File: src/rtl/surf_cin_pkg.sv
// Shared types and constants for the SURF command-in (CIN) framer.
package surf_cin_pkg;

  typedef enum logic [1:0] {
    WAIT_SYNC = 2'd0,
    TRAIN     = 2'd1,
    RUN       = 2'd2
  } cin_state_e;

  // Nibbles per 32-bit command word.
  localparam int          CIN_NIBBLES       = 8;
  localparam logic [31:0] CIN_TRAIN_PATTERN = 32'hA55A6996;
  localparam logic [31:0] CIN_IDLE_WORD     = 32'h00000000;

endpackage

File: src/rtl/surf_cin_framer.sv
// CIN framer: serialises 32-bit command words MSB-nibble-first, one frame
// per 8 sysclk cycles, aligned to the global sync, with a training mode.
module surf_cin_framer
  import surf_cin_pkg::*;
#(
  parameter bit          CIN_INV       = 1'b0,
  parameter logic [31:0] TRAIN_PATTERN = CIN_TRAIN_PATTERN,
  parameter logic [31:0] IDLE_WORD     = CIN_IDLE_WORD
) (
  input  logic        sysclk_i,
  input  logic        rst_n_i,
  input  logic        sync_i,
  input  logic        train_enable_i,
  input  logic [31:0] cmd_data_i,
  input  logic        cmd_valid_i,
  output logic        cmd_ready_o,
  output logic [3:0]  cin_o,
  output logic        frame_o,
  output logic        running_o,
  output logic        sync_err_o
);

  localparam int            PW     = $clog2(CIN_NIBBLES);
  localparam logic [PW-1:0] P_LAST = PW'(CIN_NIBBLES - 1);

  logic [PW-1:0] p;
  cin_state_e    state, state_nxt;
  logic [31:0]   shreg;
  logic [31:0]   hold_word;
  logic          hold_valid;
  logic [31:0]   load_word;
  logic          load;
  logic          take_hold;
  logic          accept;

  // A load edge is wherever p returns to 0: natural wrap or a sync.
  assign load   = sync_i || (p == P_LAST);
  assign accept = cmd_valid_i && cmd_ready_o;

  // Phase counter: free-running, forced to 0 by sync.
  always_ff @(posedge sysclk_i or negedge rst_n_i) begin
    if (!rst_n_i)    p <= '0;
    else if (sync_i) p <= '0;
    else             p <= p + 1'b1;
  end

  // State register.
  always_ff @(posedge sysclk_i or negedge rst_n_i) begin
    if (!rst_n_i) state <= WAIT_SYNC;
    else          state <= state_nxt;
  end

  // Next state: mode changes only on load edges so words never split.
  always_comb begin
    state_nxt = state;
    case (state)
      WAIT_SYNC: if (sync_i) state_nxt = train_enable_i ? TRAIN : RUN;
      TRAIN:     if (load && !train_enable_i) state_nxt = RUN;
      RUN:       if (load && train_enable_i) state_nxt = TRAIN;
      default:   state_nxt = WAIT_SYNC;
    endcase
  end

  // Outputs decoded from state, phase and hold occupancy.
  always_comb begin
    running_o   = (state != WAIT_SYNC);
    cmd_ready_o = !hold_valid && (state == RUN);
    frame_o     = (p == '0) && (state != WAIT_SYNC);
  end

  // Word for the coming frame, chosen by the mode being entered.
  always_comb begin
    load_word = '0;
    take_hold = 1'b0;
    case (state_nxt)
      TRAIN: load_word = TRAIN_PATTERN;
      RUN: begin
        if (hold_valid) begin
          load_word = hold_word;
          take_hold = load;
        end else begin
          load_word = IDLE_WORD;
        end
      end
      default: load_word = '0;
    endcase
  end

  // Shift register: load at frame start, otherwise shift out one nibble.
  always_ff @(posedge sysclk_i or negedge rst_n_i) begin
    if (!rst_n_i)  shreg <= '0;
    else if (load) shreg <= load_word;
    else           shreg <= {shreg[27:0], 4'h0};
  end

  // One-deep hold register; survives TRAIN intervals, drained only by a RUN load.
  // Accept and drain are exclusive: accept needs the register empty.
  always_ff @(posedge sysclk_i or negedge rst_n_i) begin
    if (!rst_n_i) begin
      hold_valid <= 1'b0;
      hold_word  <= '0;
    end else if (take_hold) begin
      hold_valid <= 1'b0;
    end else if (accept) begin
      hold_valid <= 1'b1;
      hold_word  <= cmd_data_i;
    end
  end

  // Flag a sync that truncates a running frame.
  always_ff @(posedge sysclk_i or negedge rst_n_i) begin
    if (!rst_n_i) sync_err_o <= 1'b0;
    else          sync_err_o <= sync_i && (state != WAIT_SYNC) && (p != P_LAST);
  end

  assign cin_o = shreg[31:28] ^ {4{CIN_INV}};

endmodule

File: config.mk
export PLATFORM = sky130hd
export DESIGN_NAME = surf_cin_framer
export DESIGN_NICKNAME = d
export VERILOG_FILES = /design/src/rtl/surf_cin_pkg.sv /design/src/rtl/surf_cin_framer.sv
export SDC_FILE = /design/constraint.sdc
export NUM_CORES = 1
export LEC_CHECK = 0
export BUFFER_PORTS_ARGS = -buffer_cell sky130_fd_sc_hd__buf_2
export CAP_MARGIN = 20
export CORE_UTILIZATION = 60
export CTS_CLUSTER_DIAMETER = 200
export DETAILED_ROUTE_END_ITERATION = 8
export PLACE_DENSITY = 0.83
export RECOVER_POWER = 50
export SYNTH_ARGS = -nofsm -noshare
export SYNTH_HDL_FRONTEND = slang
export SYNTH_SLANG_ARGS = --single-unit
File: constraint.sdc
create_clock -name sysclk_i -period 4.1 [get_ports sysclk_i]
set_input_delay 0.205 -clock sysclk_i [delete_from_list [all_inputs] [get_ports sysclk_i]]
set_output_delay 0.205 -clock sysclk_i [all_outputs]
set_load 0.02 [all_outputs]
==> impl_metrics.ini <==
[status]
status = complete, but fails checks
violations = max-capacitance violations, max-slew violations

[worst_setup_path]
crit_chain = ha_1, ha_1, a21oi_1, o32ai_1, ha_1, and2_1, a32o_1
reg2reg_depth = 7
max_stage_delay_ns = 0.52
crit_arrival_ns = 2.86
crit_slowest_cell = and2_1
reg2reg_slack_ns = 1.52
cpMostUsedCell = ha_1
timing.rr.end = shreg[16]
crit_end = shreg[16]
r2r-start = p[0]
path_class = flip-flop to flip-flop
critPathCaptureType = flip-flop
worstPathRequired_ns = 4.38
start_kind = flip-flop
crit_fanout = 15
startpoint = p[0]

[synthesis]
yosys-top-cells-area = dfrtp_1 (58%), mux2_4 (14%), a32o_1 (4.2%)
async_reset_ff_share_pct = 100
yosys.cell_types.count = 31
synthMuxAreaShare_pct = 15.7
yosys.area_share.xor_xnor_pct = 0
synth_largest_area_cell = dfrtp_1
synth_cells = 208
synth-simple-area-share_pct = 3.39
avgSynthCellArea_um2 = 14.7
synth_fa_ha_area_share_pct = 2.45
yosysWarnings = 0
synth_ff_type = dfrtp_1
synth_compound_area_share_pct = 14.7
seq_area_frac_synth_pct = 57.9
netlist_area_um2 = 3070
synth_edf_count = 0
syn_nets = 251
synth.ff_latch_count = 71
synth_top_area_share_pct = 57.9
synth_top_family_by_area = multiplexers

[flow_run]
drv_cap = 1

[global_route]
track_usage_pct = 24.7
grt_pass1_vias = 1935
antenna_found_initial = 0
grt_max_degree = 40
overflow = 0
grt_pass1_wl_um = 9560

[final_layout]
multiInputGateArea_um2 = 1110
final_nets = 288
layout-drive-gt1-share_pct = 37.2
regArea_um2 = 1780
instances_no_fill = 317
post-route-util_pct = 71.8
area_growth_pct = 12.8
fill_cells = 352
diodes = 0

[clocking]
insertion_delay_ns = 0.35
htreeDepth = 3
path_clk_slew_ns = 0.08
post_cts_resized = 0
cts_root_buffer = clkbuf_8
post_cts_buffers = 0
clockBufferDepth = 2
cts_tree = done
cts_inserted_buffers = 9
cts_hold_buf = 1
cts.sinks = 71

[routing]
vias_per_cell = 5.80
vias = 1839
wirelength_um = 5780
drc = 0
drt.antenna.violating_nets = 0
wl_per_cell_um = 18.2
drt_iter0_drc = 139
drt-pass1-iter-count = 4

[floorplan]
fp.dieH_um = 73.5
die_w_um = 73.5
initial_core_util_pct = 63.7
rows = 25
core_area_um2 = 4820
ios = 45
die-area_um2 = 5400

[pwr]
powerDensity_nw_per_um2 = 643
ir_drop_v = 0.000343
leakage_uw = 0.00162

[min_path]
hold_class = input port to flip-flop
holdPathStages = 2

[sta]
hold_violations = 0
fin_crit_sh_pct = 62.9
relSlewSlack_pct = -11.7
setup_viol = 0
rsz0062_at_grt = false
max_freq_ghz = 0.388
period_needed_ns = 2.58
finalSetupTns_ns = 0
tightest_slew_ns = 1.68
worst_slack_ns = 1.52
drv_slew = 34
clock_skew_ns = 0.00840

[place]
place.gp.congestion = 0.792
dpl.cell_count = 299
portBuffers = 44
place_ws_ns = 1.61
post-dp-hpwl_um = 3660
## layout make-up
type | count | area share, %
Sequential cell | 71 | 51.4
Timing Repair Buffer | 48 | 7.31
Multi-Input combinational cell | 111 | 32.1
Clock inverter | 7 | 2.78
Clock buffer | 9 | 3.58
Inverter | 4 | 0.434
Tap cell | 67 | 2.42
## logic make-up (layout without fill, tap and decap cells)
group                    count (synthesis)  count (layout)
AO/OA/AOI/OAI                           55              55
adder cells (fa/ha/maj)                  6               6
buffers and inverters                   26              68
flip-flops                              71              71
multiplexers                            33              33
AND/OR/NAND/NOR                         17              17
## per-layer routing
metal,vias to the layer above,routed length [µm],GRT usage (%)
li1,842,-,-
met1,933,2650,33.0
met2,55,2810,39.6
met3,9,216,5.08
met4,0,94,10.7
met5,-,0,0
## cell usage after synthesis (all sizes together), types with 2 or more instances
| master | count |
|---|---|
| nor3b | 2 |
| a21oi | 2 |
| a31oi | 16 |
| o2bb2ai | 14 |
| o32a | 2 |
| o21ba | 2 |
| ha | 6 |
| nor2b | 2 |
| clkbuf | 5 |
| o32ai | 2 |
| a32o | 13 |
| mux2 | 33 |
| nor2 | 6 |
| inv | 4 |
| buf | 17 |
| and3 | 3 |
| dfrtp | 71 |
## registers in the layout, indices dropped and copies added, names as in the netlist
name	flops
hold_valid	1
state	2
p	3
hold_word	32
shreg	32
sync_err_o	1
## how the worst min path moves through the flow
stage / slack (ns) / start / to
CTS: 0.07 / cmd_data_i[17] / hold_word[17]
finish: 0.08 / cmd_data_i[2] / hold_word[2]
global route: 0.08 / cmd_data_i[17] / hold_word[17]
global placement: 0.28 / rst_n_i / p[2]
floorplan: -0.09 / rst_n_i / hold_valid
detailed placement: 0.29 / rst_n_i / p[2]
## per-stage QoR
| stage | cell area (µm²) | hold slack [ns] | total power, µW |
|---|---|---|---|
| after CTS | 3450 | 0.0724 | 2230 |
| after global placement | 3220 | 0.280 | 1580 |
| final | 3460 | 0.0823 | 2220 |
| after global routing | 3460 | 0.0771 | 2330 |
| after floorplan | 3070 | -0.0906 | 1480 |
| after detailed placement | 3220 | 0.293 | 1620 |
## power by group
| group | switching [µW] | internal [µW] | total [µW] |
|---|---|---|---|
| Sequential | 164 | 913 | 1080 |
| Clock | 270 | 344 | 614 |
| Combinational | 216 | 316 | 533 |
| Total | 650 | 1570 | 2220 |
## placed cells by master (no fill, tap or decap), drive strengths merged, types with 3 or more instances in the layout
master,n
a31oi,16
mux2,33
and3,3
a32o,13
dfrtp,71
nor2,6
buf,38
o2bb2ai,14
clkbuf,18
inv,5
clkinv,4
ha,6
## critical path: cells and delay by family, from the launching register on
kind	cells	cell delay, ns
AOI/OAI and AO/OA	3	0.83
adders and majority gates	3	0.78
and+or+nand+nor	1	0.52
DFF	1	0.37
No activity file was read; power rests on OpenSTA's default activity.
